File: src/rtl/alu_op_issuer.sv
// Issues one decoded operation to a combinational ALU.
// Operands and control are held for a settle window, then the result, zero flag and branch decision are returned on a valid/ready port.
module alu_op_issuer #(
  parameter int WIDTH         = 32,
  parameter int SETTLE_CYCLES = 1
) (
  input  logic             clk,
  input  logic             rst_n,
  input  logic             in_valid,
  output logic             in_ready,
  input  logic [1:0]       alu_op,
  input  logic [2:0]       funct3,
  input  logic             funct7_5,
  input  logic [WIDTH-1:0] rs1_val,
  input  logic [WIDTH-1:0] rs2_val,
  input  logic [WIDTH-1:0] imm,
  input  logic             alu_src,
  output logic [WIDTH-1:0] alu_a,
  output logic [WIDTH-1:0] alu_b,
  output logic [3:0]       alu_ctrl,
  input  logic [WIDTH-1:0] alu_result,
  input  logic             alu_zero,
  output logic             out_valid,
  input  logic             out_ready,
  output logic [WIDTH-1:0] out_result,
  output logic             out_taken,
  output logic             out_err
);

  typedef enum logic [1:0] {IDLE, EXEC, RESP} state_t;

  localparam logic [3:0] CNT_INIT = 4'(SETTLE_CYCLES - 1);

  state_t           state_q, state_d;
  logic [3:0]       cnt_q, cnt_d;
  logic [WIDTH-1:0] alu_a_q, alu_a_d;
  logic [WIDTH-1:0] alu_b_q, alu_b_d;
  logic [3:0]       alu_ctrl_q, alu_ctrl_d;
  logic             is_branch_q, is_branch_d;
  logic [2:0]       funct3_q, funct3_d;
  logic [WIDTH-1:0] out_result_q, out_result_d;
  logic             out_taken_q, out_taken_d;
  logic             out_err_q, out_err_d;

  logic [3:0]       dec_ctrl;
  logic             dec_legal;

  always_comb begin
    dec_ctrl  = 4'b0010;
    dec_legal = 1'b1;
    case (alu_op)
      2'b00: dec_ctrl = 4'b0010;
      2'b01: dec_ctrl = 4'b0110;
      2'b10: begin
        case (funct3)
          3'b000:  dec_ctrl = funct7_5 ? 4'b0110 : 4'b0010;
          3'b111:  dec_ctrl = 4'b0000;
          3'b110:  dec_ctrl = 4'b0001;
          default: dec_legal = 1'b0;
        endcase
      end
      default: dec_legal = 1'b0;
    endcase
  end

  always_comb begin
    state_d      = state_q;
    cnt_d        = cnt_q;
    alu_a_d      = alu_a_q;
    alu_b_d      = alu_b_q;
    alu_ctrl_d   = alu_ctrl_q;
    is_branch_d  = is_branch_q;
    funct3_d     = funct3_q;
    out_result_d = out_result_q;
    out_taken_d  = out_taken_q;
    out_err_d    = out_err_q;
    case (state_q)
      IDLE: begin
        if (in_valid) begin
          alu_a_d     = rs1_val;
          alu_b_d     = alu_src ? imm : rs2_val;
          is_branch_d = (alu_op == 2'b01);
          funct3_d    = funct3;
          if (dec_legal) begin
            alu_ctrl_d = dec_ctrl;
            cnt_d      = CNT_INIT;
            state_d    = EXEC;
          end else begin
            // Illegal ops bypass the ALU entirely; alu_ctrl keeps its old code.
            out_err_d    = 1'b1;
            out_result_d = '0;
            out_taken_d  = 1'b0;
            state_d      = RESP;
          end
        end
      end
      EXEC: begin
        if (cnt_q == 4'd0) begin
          out_result_d = alu_result;
          out_err_d    = 1'b0;
          out_taken_d  = is_branch_q &&
                         (((funct3_q == 3'b000) &&  alu_zero) ||
                          ((funct3_q == 3'b001) && !alu_zero));
          state_d      = RESP;
        end else begin
          cnt_d = cnt_q - 4'd1;
        end
      end
      RESP: begin
        if (out_ready) state_d = IDLE;
      end
      default: state_d = IDLE;
    endcase
  end

  always_ff @(posedge clk or negedge rst_n) begin
    if (!rst_n) begin
      state_q      <= IDLE;
      cnt_q        <= '0;
      alu_a_q      <= '0;
      alu_b_q      <= '0;
      alu_ctrl_q   <= '0;
      is_branch_q  <= 1'b0;
      funct3_q     <= '0;
      out_result_q <= '0;
      out_taken_q  <= 1'b0;
      out_err_q    <= 1'b0;
    end else begin
      state_q      <= state_d;
      cnt_q        <= cnt_d;
      alu_a_q      <= alu_a_d;
      alu_b_q      <= alu_b_d;
      alu_ctrl_q   <= alu_ctrl_d;
      is_branch_q  <= is_branch_d;
      funct3_q     <= funct3_d;
      out_result_q <= out_result_d;
      out_taken_q  <= out_taken_d;
      out_err_q    <= out_err_d;
    end
  end

  assign in_ready   = (state_q == IDLE);
  assign out_valid  = (state_q == RESP);
  assign alu_a      = alu_a_q;
  assign alu_b      = alu_b_q;
  assign alu_ctrl   = alu_ctrl_q;
  assign out_result = out_result_q;
  assign out_taken  = out_taken_q;
  assign out_err    = out_err_q;

endmodule

File: config.mk
export PLATFORM = sky130hd
export DESIGN_NAME = alu_op_issuer
export DESIGN_NICKNAME = d
export VERILOG_FILES = /design/src/rtl/alu_op_issuer.sv
export SDC_FILE = /design/constraint.sdc
export NUM_CORES = 1
export LEC_CHECK = 0
export CAP_MARGIN = 20
export CELL_PAD_IN_SITES_DETAIL_PLACEMENT = 1
export CELL_PAD_IN_SITES_GLOBAL_PLACEMENT = 1
export CORE_MARGIN = 2
export CORE_UTILIZATION = 30
export CTS_BUF_LIST = sky130_fd_sc_hd__clkbuf_4 sky130_fd_sc_hd__clkbuf_8 sky130_fd_sc_hd__clkbuf_16
export CTS_CLUSTER_DIAMETER = 60
export CTS_CLUSTER_SIZE = 20
export DETAILED_ROUTE_END_ITERATION = 10
export PLACE_DENSITY = 0.82
export SYNTH_ARGS = -nofsm -noshare
export SYNTH_HDL_FRONTEND = slang
export SYNTH_SLANG_ARGS = --single-unit
File: constraint.sdc
create_clock -name clk -period 2.2 [get_ports clk]
set_input_delay 0.33 -clock clk [delete_from_list [all_inputs] [get_ports clk]]
set_output_delay 0.33 -clock clk [all_outputs]
set_load 0.1 [all_outputs]
==> results.yml <==
routing:
  wire_per_inst_um: 17.2
  ant_nets: 0
  drt_iter0_markers: 148
  dr.pass1.iters: 4
  vias: 3866
  wl_um: 13800
  drc_errors: 0
  drt-vias-per-instance: 4.83
critical_path:
  critPathKind: "in -> reg"
  reg2reg_from: "cnt_q[0]"
  crit_chain: "clkdlybuf4s50_1 -> inv_1 -> ha_1 -> nor3_1 -> a311o_1 -> a21oi_4 -> buf_12 -> a22o_1"
  worstPathRequired_ns: 2.44
  critPathMaxFanout: 33
  rr_worst_depth: 6
  crit_arrival_ns: 2.27
  startpoint: "alu_op[1]"
  critPathLaunchType: "input port"
  cp-end-kind: "flip-flop"
  cpPeakStageDelay_ns: 0.53
  cp_slowest_cell: "clkdlybuf4s50_1"
cts:
  cts-buffers-inserted: 9
  cts_tree: "done"
  htreeDepth: 3
  root_buffer: "clkbuf_16"
  cts_buffer_depth: 2
  clkTransAtPathRegs_ns: 0.07
  worstSkewPairLatency_ns: 0.35
  cts.sinks: 111
yosys:
  synthTopCellsByArea: "dfrtp_1 60%, mux2_2 9.5%, mux2i_1 6.9%"
  synthesis.nets: 510
  synthesis.area_um2: 4620
  yosysTopAreaCell: "dfrtp_1"
  synth_top_area_share: 0.601
  yosysWarnings: 0
  avgSynthCellArea_um2: 12.7
  synth_seq_cells: 111
  synth_cell_type_count: 38
  synthCells: 364
  ys_seq_area_frac: 0.601
job:
  maxCapViolCount: 0
final_layout:
  ff_latch_area_um2: 2780
  drive_gt1_frac: 0.290
  diodes: 0
  nets: 754
  fillers: 1605
  final_common_cell: "clkdlybuf4s50_1"
  multiInputGateArea_um2: 1700
  area_delta_synth_final_pct: 59.1
  layout.cells.non_filler: 801
  layout_common_cells: "137 x clkdlybuf4s50_1, 114 x buf_4, 111 x dfrtp_1, 39 x nor2_1, 39 x mux2_2"
sta:
  fmax_ghz: 0.490
  fin_skew_ns: 0.00764
  rsz0062_at_grt: "no"
  period_share: 0.927
  fin_setup_tns_ns: 0
  hold_viol: 0
  slew_headroom: 0.598
  drv_slew: 0
  finalCriticalPeriod_ns: 2.04
  setup_viol: 0
  worst_slack_ns: 0.160
  worstMarginPinSlew_ns: 0.604
placed_design:
  gp_congestion: 0.769
  pre_cts_ws_ns: -0.164
  post-place-cells: 784
  io_buffers: 242
  place_hpwl_um: 10800
hold_path:
  hold_class: "in -> reg"
  min_path_cells: 3
  hp-start: "alu_src"
floorplan:
  initial_utilization: 0.305
  fp.dieH_um: 128
  die_w_um: 128
  rows: 45
  dieArea_um2: 16400
  io_pins: 244
  core_area_um2: 15100
global_routing:
  grt_max_degree: 55
  gr-usage-all-layers: 0.168
  grt_pass1_vias: 4279
  grt_pass1_wl_um: 21800
  globalRoute.totalOverflow: 0
  grt_antenna_before_repair: 0
outcome:
  status: "finished, final reports clean"
==> Yosys cell counts <==
library cell / number
nor3_2: 1
dfrtp_1: 111
xor2_1: 1
buf_1: 4
buf_6: 3
a311oi_1: 1
nand2_1: 8
nor3_1: 3
and2_1: 1
o311ai_0: 1
a221o_1: 1
or3_1: 1
nand3b_1: 2
conb_1: 1
nor2b_1: 3
mux2_2: 39
a31oi_1: 1
mux2_1: 1
a22o_1: 32
nand2b_1: 2
o21ai_0: 2
nor2_1: 39
ha_1: 6
nor3b_1: 1
nor4_1: 1
a31o_2: 1
a21oi_1: 34
a311o_1: 1
a21oi_4: 1
a21o_1: 1
clkbuf_1: 9
buf_2: 8
nand3_1: 1
buf_4: 1
mux2i_1: 32
a211oi_1: 1
inv_1: 7
xnor2_1: 1
==> critical path, delay by kind of cell <==
kind | cells | cell delay [ns]
AO/OA/AOI/OAI | 3 | 0.62
buffers and inverters | 3 | 0.79
AND/OR/NAND/NOR | 1 | 0.28
adder cells (fa/ha/maj) | 1 | 0.23
==> through the flow <==
stage / hold slack, ns / cell area [um^2] / util
after floorplan: 0.0344 / 4620 / -
after global placement: 0.370 / 7070 / 0.467
after detailed placement: 0.381 / 7070 / 0.467
after CTS: 0.453 / 7360 / 0.486
after global routing: 0.498 / 7360 / 0.486
final: 0.454 / 7360 / 0.486
==> registers in the layout (all words and copies together) (netlist names) <==
name and count:
alu_a 32, alu_b 32, out_result 32, cnt_q 4, alu_ctrl 3, funct3_q 3
state_q 2, is_branch_q 1, out_err 1, out_taken 1
==> path summary, 6_finish.rpt <==
check                                 endpoint  slack, ns
worst min register to register       out_taken       0.50
worst max-delay path             out_result[2]       0.16
max in group asynchronous       out_result[30]       0.95
worst min-delay path                  alu_b[9]       0.45
min in group asynchronous        out_result[0]       0.53
worst max register to register   out_result[2]       0.34
==> final cells by class <==
type,instances,area share
clock buffer,10,0.0316
clock inverter,6,0.00646
inverter,7,0.00357
multi-input combinational,221,0.231
sequential,111,0.377
tap,188,0.0320
timing repair buffer,258,0.318
==> cell families after synthesis <==
group	count (synthesis)	synth area share
muxes	72	0.167
and+or+nand+nor	63	0.0603
xor gates and xnor gates	2	0.00379
adders and majority gates	6	0.0162
AOI/OAI and AO/OA	77	0.118
other	1	0.000811
DFF	111	0.601
buffers and inverters	32	0.0338
==> layer usage <==
metal  part of all wire  GRT usage  vias to the layer above
met2               0.52      0.308                      172
met4              0.016     0.0575                        0
met3              0.094     0.0576                       15
met5                  0          0                        -
li1                   -          -                     1767
met1               0.37      0.181                     1912
==> what timing repair did <==
| item | in CTS | in global routing |
|---|---|---|
| gates resized for setup | 0 | 0 |
| hold buffers | 1 | 0 |
| setup buffers | 0 | 0 |
| setup endpoints to repair | 0 | 0 |
| hold endpoints to repair | 5 | 0 |
Power is left out: the tool's default activity adds up to more than one toggle a clock period on the data nets, which glitch-free logic cannot reach.
